### src/rtl/ex_ma_stage.sv
// EX-side branch resolution, architectural flags register and EX/MA pipeline latch.
// Optional performance counters are built when EX_PERF_CNT_EN is defined.
module ex_ma_stage #(
    parameter int          CTRL_W   = 22,
    parameter logic [31:0] RESET_PC = 32'h0
) (
    input  logic              clk,
    input  logic              reset,
    input  logic              stall,
    input  logic              flush,
    input  logic              ex_valid,
    input  logic [31:0]       ex_pc,
    input  logic [31:0]       ex_inst,
    input  logic [CTRL_W-1:0] ex_ctrl,
    input  logic [31:0]       ex_op2,
    input  logic              ex_is_cmp,
    input  logic              ex_is_beq,
    input  logic              ex_is_bgt,
    input  logic              ex_is_ubranch,
    input  logic              ex_is_ret,
    input  logic [31:0]       ex_branch_target,
    input  logic [31:0]       ex_ret_addr,
    input  logic [31:0]       alu_result,
    input  logic              alu_flagsE,
    input  logic              alu_flagsGT,
    output logic              is_branch_taken,
    output logic [31:0]       branch_pc,
    output logic              flags_e,
    output logic              flags_gt,
    output logic              ma_valid,
    output logic [31:0]       ma_pc,
    output logic [31:0]       ma_inst,
    output logic [CTRL_W-1:0] ma_ctrl,
    output logic [31:0]       ma_alu_result,
    output logic [31:0]       ma_op2
`ifdef EX_PERF_CNT_EN
    ,
    output logic [31:0]       perf_taken_cnt,
    output logic [31:0]       perf_bubble_cnt
`endif
);

    logic live;

    assign live = ex_valid & ~flush & ~stall;

    // Branch decision uses the registered flags, so a cmp-then-beq pair sees
    // the cmp result one cycle later without any forwarding path.
    always_comb begin
        // NOTE: every always_comb output gets a default first so no latch is inferred.
        is_branch_taken = 1'b0;
        branch_pc       = ex_branch_target;
        if (live) begin
            is_branch_taken = ex_is_ret | ex_is_ubranch
                            | (ex_is_beq & flags_e) | (ex_is_bgt & flags_gt);
            if (ex_is_ret) begin
                branch_pc = ex_ret_addr;
            end
        end
    end

    always_ff @(posedge clk or posedge reset) begin
        if (reset) begin
            // NOTE: state registers use non-blocking assignments only.
            flags_e  <= 1'b0;
            flags_gt <= 1'b0;
        end else if (live && ex_is_cmp) begin
            flags_e  <= alu_flagsE;
            flags_gt <= alu_flagsGT;
        end
    end

    // Flush only kills the valid bit; the data fields keep their old contents.
    always_ff @(posedge clk or posedge reset) begin
        if (reset) begin
            ma_valid      <= 1'b0;
            ma_pc         <= RESET_PC;
            ma_inst       <= '0;
            ma_ctrl       <= '0;
            ma_alu_result <= '0;
            ma_op2        <= '0;
        end else if (flush) begin
            ma_valid      <= 1'b0;
        end else if (!stall) begin
            ma_valid      <= ex_valid;
            ma_pc         <= ex_pc;
            ma_inst       <= ex_inst;
            ma_ctrl       <= ex_ctrl;
            ma_alu_result <= alu_result;
            ma_op2        <= ex_op2;
        end
    end

`ifdef EX_PERF_CNT_EN
    logic bubble;

    assign bubble = ~stall & (flush | ~ex_valid);

    always_ff @(posedge clk or posedge reset) begin
        if (reset) begin
            perf_taken_cnt  <= '0;
            perf_bubble_cnt <= '0;
        end else begin
            if (is_branch_taken && perf_taken_cnt != 32'hFFFF_FFFF) begin
                perf_taken_cnt <= perf_taken_cnt + 32'd1;
            end
            if (bubble && perf_bubble_cnt != 32'hFFFF_FFFF) begin
                perf_bubble_cnt <= perf_bubble_cnt + 32'd1;
            end
        end
    end
`endif

endmodule

### config.mk
export PLATFORM = sky130hd
export DESIGN_NAME = ex_ma_stage
export DESIGN_NICKNAME = d
export VERILOG_FILES = /design/src/rtl/ex_ma_stage.sv
export SDC_FILE = /design/constraint.sdc
export NUM_CORES = 1
export LEC_CHECK = 0
export BUFFER_PORTS_ARGS = -buffer_cell sky130_fd_sc_hd__buf_4
export CORE_AREA = 2 2 161 163
export CTS_CLUSTER_SIZE = 40
export DETAILED_ROUTE_END_ITERATION = 10
export DIE_AREA = 0 0 163 165
export PLACE_DENSITY = 0.54
export SYNTH_ARGS = -nofsm -noshare
export SYNTH_HDL_FRONTEND = slang
export SYNTH_SLANG_ARGS = --single-unit
export TNS_END_PERCENT = 5
### constraint.sdc
create_clock -name clk -period 5.3 [get_ports clk]
set_input_delay 1.06 -clock clk [delete_from_list [all_inputs] [get_ports clk]]
set_output_delay 1.06 -clock clk [all_outputs]
set_load 0.1 [all_outputs]
==> run_summary.xml <==
<?xml version="1.0" encoding="UTF-8"?>
<metrics>
  <group name="power_and_ir_drop">
    <metric name="power_density" unit="mW/mm2">476</metric>
    <metric name="ir_drop" unit="mV">0.212</metric>
    <metric name="p_total" unit="uW">4820</metric>
    <metric name="p_leak" unit="uW">0.00481</metric>
  </group>
  <group name="synth">
    <metric name="synth_enable_flop_cells" unit="">0</metric>
    <metric name="synthDistinctLibCells" unit="">14</metric>
    <metric name="synth_area" unit="mm2">0.00612</metric>
    <metric name="sequential_share_of_the_synthesized_area" unit="%">62.5</metric>
    <metric name="async_flop_share" unit="%">100</metric>
    <metric name="syn-instance-count" unit="">365</metric>
    <metric name="synth_commonest_cells" unit="">sky130_fd_sc_hd__dfrtp_1, sky130_fd_sc_hd__mux2_2, sky130_fd_sc_hd__mux2_1, sky130_fd_sc_hd__buf_4, sky130_fd_sc_hd__buf_2</metric>
    <metric name="post_synth_main_area_contributors" unit="">sky130_fd_sc_hd__dfrtp_1, sky130_fd_sc_hd__mux2_2, sky130_fd_sc_hd__mux2_1, sky130_fd_sc_hd__buf_4, sky130_fd_sc_hd__buf_8</metric>
    <metric name="per_instance_average_area_after_synthesis" unit="um2">16.8</metric>
    <metric name="yosys_most_used_dff" unit="">sky130_fd_sc_hd__dfrtp_1</metric>
    <metric name="yosys_warnings" unit="">0</metric>
    <metric name="synth.most_common_cell" unit="">sky130_fd_sc_hd__dfrtp_1</metric>
    <metric name="netlist.top_cell.by_area" unit="">sky130_fd_sc_hd__dfrtp_1</metric>
    <metric name="ys_ff_latch" unit="">153</metric>
    <metric name="mappedNetlistNets" unit="">591</metric>
    <metric name="synth_top_cell_area_share" unit="%">62.5</metric>
  </group>
  <group name="clocking">
    <metric name="cts_root_buf" unit="">sky130_fd_sc_hd__clkbuf_16</metric>
    <metric name="clock-sinks" unit="">153</metric>
    <metric name="clk_pin_slew_worst_paths" unit="ps">60</metric>
    <metric name="postCtsHoldBufs" unit="">0</metric>
    <metric name="cts-buffers-inserted" unit="">17</metric>
    <metric name="cts_tree" unit="">built</metric>
    <metric name="skew_pair_late_insertion_delay" unit="ps">410</metric>
    <metric name="postCtsSetupRepairBufs" unit="">0</metric>
    <metric name="cts-htree-levels" unit="">4</metric>
    <metric name="clock_path_buffers" unit="">2</metric>
    <metric name="post_cts_resized" unit="">0</metric>
  </group>
  <group name="routing">
    <metric name="wl_met1" unit="mm">7.17</metric>
    <metric name="met3WireLength" unit="mm">1.73</metric>
    <metric name="total_number_of_vias" unit="">4664</metric>
    <metric name="number_of_design_rule_violations_left_after_detail_routing" unit="">0</metric>
    <metric name="wl_per_cell" unit="um">19.2</metric>
    <metric name="drt-vias-per-instance" unit="">4.16</metric>
    <metric name="top_layer" unit="">met4</metric>
    <metric name="dr_wl_met2" unit="mm">12.3</metric>
    <metric name="final_antenna_net_count" unit="">0</metric>
    <metric name="detail_route.first_pass.iterations" unit="">4</metric>
    <metric name="initialDrtViolationCount" unit="">136</metric>
    <metric name="drt_wl_total" unit="mm">21.5</metric>
  </group>
  <group name="timing">
    <metric name="timing.clock.skew" unit="ps">0</metric>
    <metric name="post-route-min-period" unit="ps">3580</metric>
    <metric name="tightestPinTransition" unit="ps">946</metric>
    <metric name="totalNegativeSetupSlack" unit="ps">0</metric>
    <metric name="final-setup-viol-count" unit="">0</metric>
    <metric name="finalHoldWorstSlack" unit="ps">487</metric>
    <metric name="final-hold-violation-count" unit="">0</metric>
    <metric name="timing.fmax" unit="MHz">280</metric>
    <metric name="rsz0062_at_grt" unit="">no</metric>
    <metric name="timing.slew.headroom" unit="%">36.9</metric>
    <metric name="slew_violations" unit="">0</metric>
    <metric name="period_share" unit="%">67.5</metric>
  </group>
  <group name="global_routing">
    <metric name="vias_in_the_first_global_route" unit="">4926</metric>
    <metric name="grt_first_pass_wirelength" unit="mm">30.3</metric>
    <metric name="grt_max_degree" unit="">151</metric>
    <metric name="gr_ovfl_total" unit="">0</metric>
    <metric name="antenna_violations_before_repair" unit="">2</metric>
    <metric name="grt.total_usage" unit="%">15.5</metric>
  </group>
  <group name="placement">
    <metric name="number_of_input_and_output_port_buffers_inserted" unit="">411</metric>
    <metric name="gp_congestion" unit="">0.710</metric>
    <metric name="placed_cell_area" unit="mm2">0.00954</metric>
    <metric name="dpl.hpwl" unit="mm">16.4</metric>
  </group>
  <group name="hold_path">
    <metric name="hold_path.class" unit="">flip-flop to flip-flop</metric>
    <metric name="hold-path-cell-count" unit="">1</metric>
    <metric name="hold_end" unit="">ma_pc[17]</metric>
    <metric name="hp-start" unit="">ma_pc[17]</metric>
  </group>
  <group name="layout">
    <metric name="final_net_count" unit="">1004</metric>
    <metric name="fillers" unit="">2471</metric>
    <metric name="final_design_area_no_fill" unit="mm2">0.0101</metric>
    <metric name="layout-area-overhead-vs-synth" unit="%">65.2</metric>
    <metric name="drive_gt1_share" unit="%">74.6</metric>
    <metric name="multi_input_comb_area" unit="mm2">0.00215</metric>
    <metric name="register_area" unit="mm2">0.00383</metric>
  </group>
  <group name="worst_setup_path">
    <metric name="critPathArrivalTime" unit="ps">2520</metric>
    <metric name="critPathLaunchType" unit="">primary input</metric>
    <metric name="crit-reg2reg-capture" unit="">ma_alu_result[29]</metric>
    <metric name="reg2reg_setup_slack" unit="ps">4500</metric>
    <metric name="timing.reg2reg.worst_path_depth" unit="">1</metric>
    <metric name="cp-end-kind" unit="">primary output</metric>
    <metric name="crit_required" unit="ps">4240</metric>
    <metric name="max_stage_delay" unit="ps">410</metric>
    <metric name="setup.worst_path.class" unit="">primary input to primary output</metric>
    <metric name="critical_path.slowest_cell" unit="">sky130_fd_sc_hd__buf_4</metric>
    <metric name="crit_path_frequent_cell" unit="">sky130_fd_sc_hd__buf_4</metric>
    <metric name="crit_chain" unit="">buf_4, nor4bb_4, buf_4, mux2_2, buf_4</metric>
    <metric name="critPathMaxFanout" unit="">32</metric>
    <metric name="reg2reg_from" unit="">ma_alu_result[29]</metric>
  </group>
  <group name="job">
    <metric name="drv_cap" unit="">0</metric>
  </group>
  <group name="die">
    <metric name="placeableCoreArea" unit="mm2">0.0250</metric>
    <metric name="placement_rows" unit="">58</metric>
    <metric name="top_level_ports" unit="">412</metric>
    <metric name="die_y" unit="um">165</metric>
    <metric name="floorplan.initialDensity" unit="%">24.5</metric>
    <metric name="die_width" unit="um">163</metric>
    <metric name="die-area" unit="mm2">0.0269</metric>
  </group>
  <group name="status">
    <metric name="outcome" unit="">completed</metric>
  </group>
</metrics>
[per-layer routing]
layer / up-vias / track usage, %
met1: 2284 / 15.3
met3: 14 / 5.00
met2: 218 / 30.1
li1: 2148 / -
met4: 0 / 5.95
met5: - / 0
[state kept, by name, indices dropped and copies added, names as in the netlist]
| signal | cells |
|---|---|
| ma_valid | 1 |
| ma_inst | 32 |
| ma_op2 | 32 |
| ma_alu_result | 32 |
| ma_pc | 32 |
| flags_gt | 1 |
| flags_e | 1 |
| ma_ctrl | 22 |
[power breakdown]
| group | leakage (uW) | total (uW) | internal (uW) | switching, uW |
|---|---|---|---|---|
| Sequential | 0.00180 | 1430 | 1340 | 86.8 |
| Combinational | 0.00274 | 2160 | 497 | 1660 |
| Clock | 0.000267 | 1230 | 699 | 528 |
[stage by stage]
stage	utilization (%)	std cells	setup slack, ps
after detailed placement	38.1	1089	1720
after floorplan	-	365	119
after global placement	38.1	1089	1720
final	40.4	1122	1720
after CTS	40.4	1120	1710
after global routing	40.4	1122	1640
[logic make-up (layout without fill, tap and decap cells)]
family / Yosys count / after routing / synth area share (%)
flip-flops: 153 / 153 / 62.5
AND/OR/NAND/NOR: 4 / 4 / 0.531
buffers and inverters: 21 / 446 / 2.64
AO/OA/AOI/OAI: 2 / 2 / 0.307
multiplexers: 185 / 185 / 34.0
other: 0 / 2 / 0
[final cells by class]
type,count,area share [%]
clock inverter,12,1.41
clock buffer,19,4.28
inverter,1,0.0866
antenna,2,0.0495
tap,330,4.08
sequential,153,37.8
timing repair buffer,414,31.0
multi-input combinational,191,21.3
[worst max path at each step]
stage,startpoint,end,cells after the start
after floorplan,reset,flags_e,1
after global placement,flush,branch_pc[31],5
after detailed placement,flush,branch_pc[0],5
after CTS,flush,branch_pc[0],5
after global routing,flush,branch_pc[31],5
final,flush,branch_pc[31],5
[cell usage in the layout (no fill, tap or decap), types with 2 or more instances in the layout]
cell	count
sky130_fd_sc_hd__buf_12	2
sky130_fd_sc_hd__buf_4	412
sky130_fd_sc_hd__bufinv_16	2
sky130_fd_sc_hd__clkbuf_1	2
sky130_fd_sc_hd__clkbuf_16	17
sky130_fd_sc_hd__clkinv_4	2
sky130_fd_sc_hd__clkinvlp_4	4
sky130_fd_sc_hd__dfrtp_1	153
sky130_fd_sc_hd__diode_2	2
sky130_fd_sc_hd__inv_6	5
sky130_fd_sc_hd__mux2_1	42
sky130_fd_sc_hd__mux2_2	142
[critical path, delay by kind of cell]
| family | cells | cell delay [ps] |
|---|---|---|
| multiplexers | 1 | 390 |
| AND/OR/NAND/NOR | 1 | 260 |
| buffers and inverters | 3 | 780 |
Note: power is estimated with default switching activity, not from simulation.
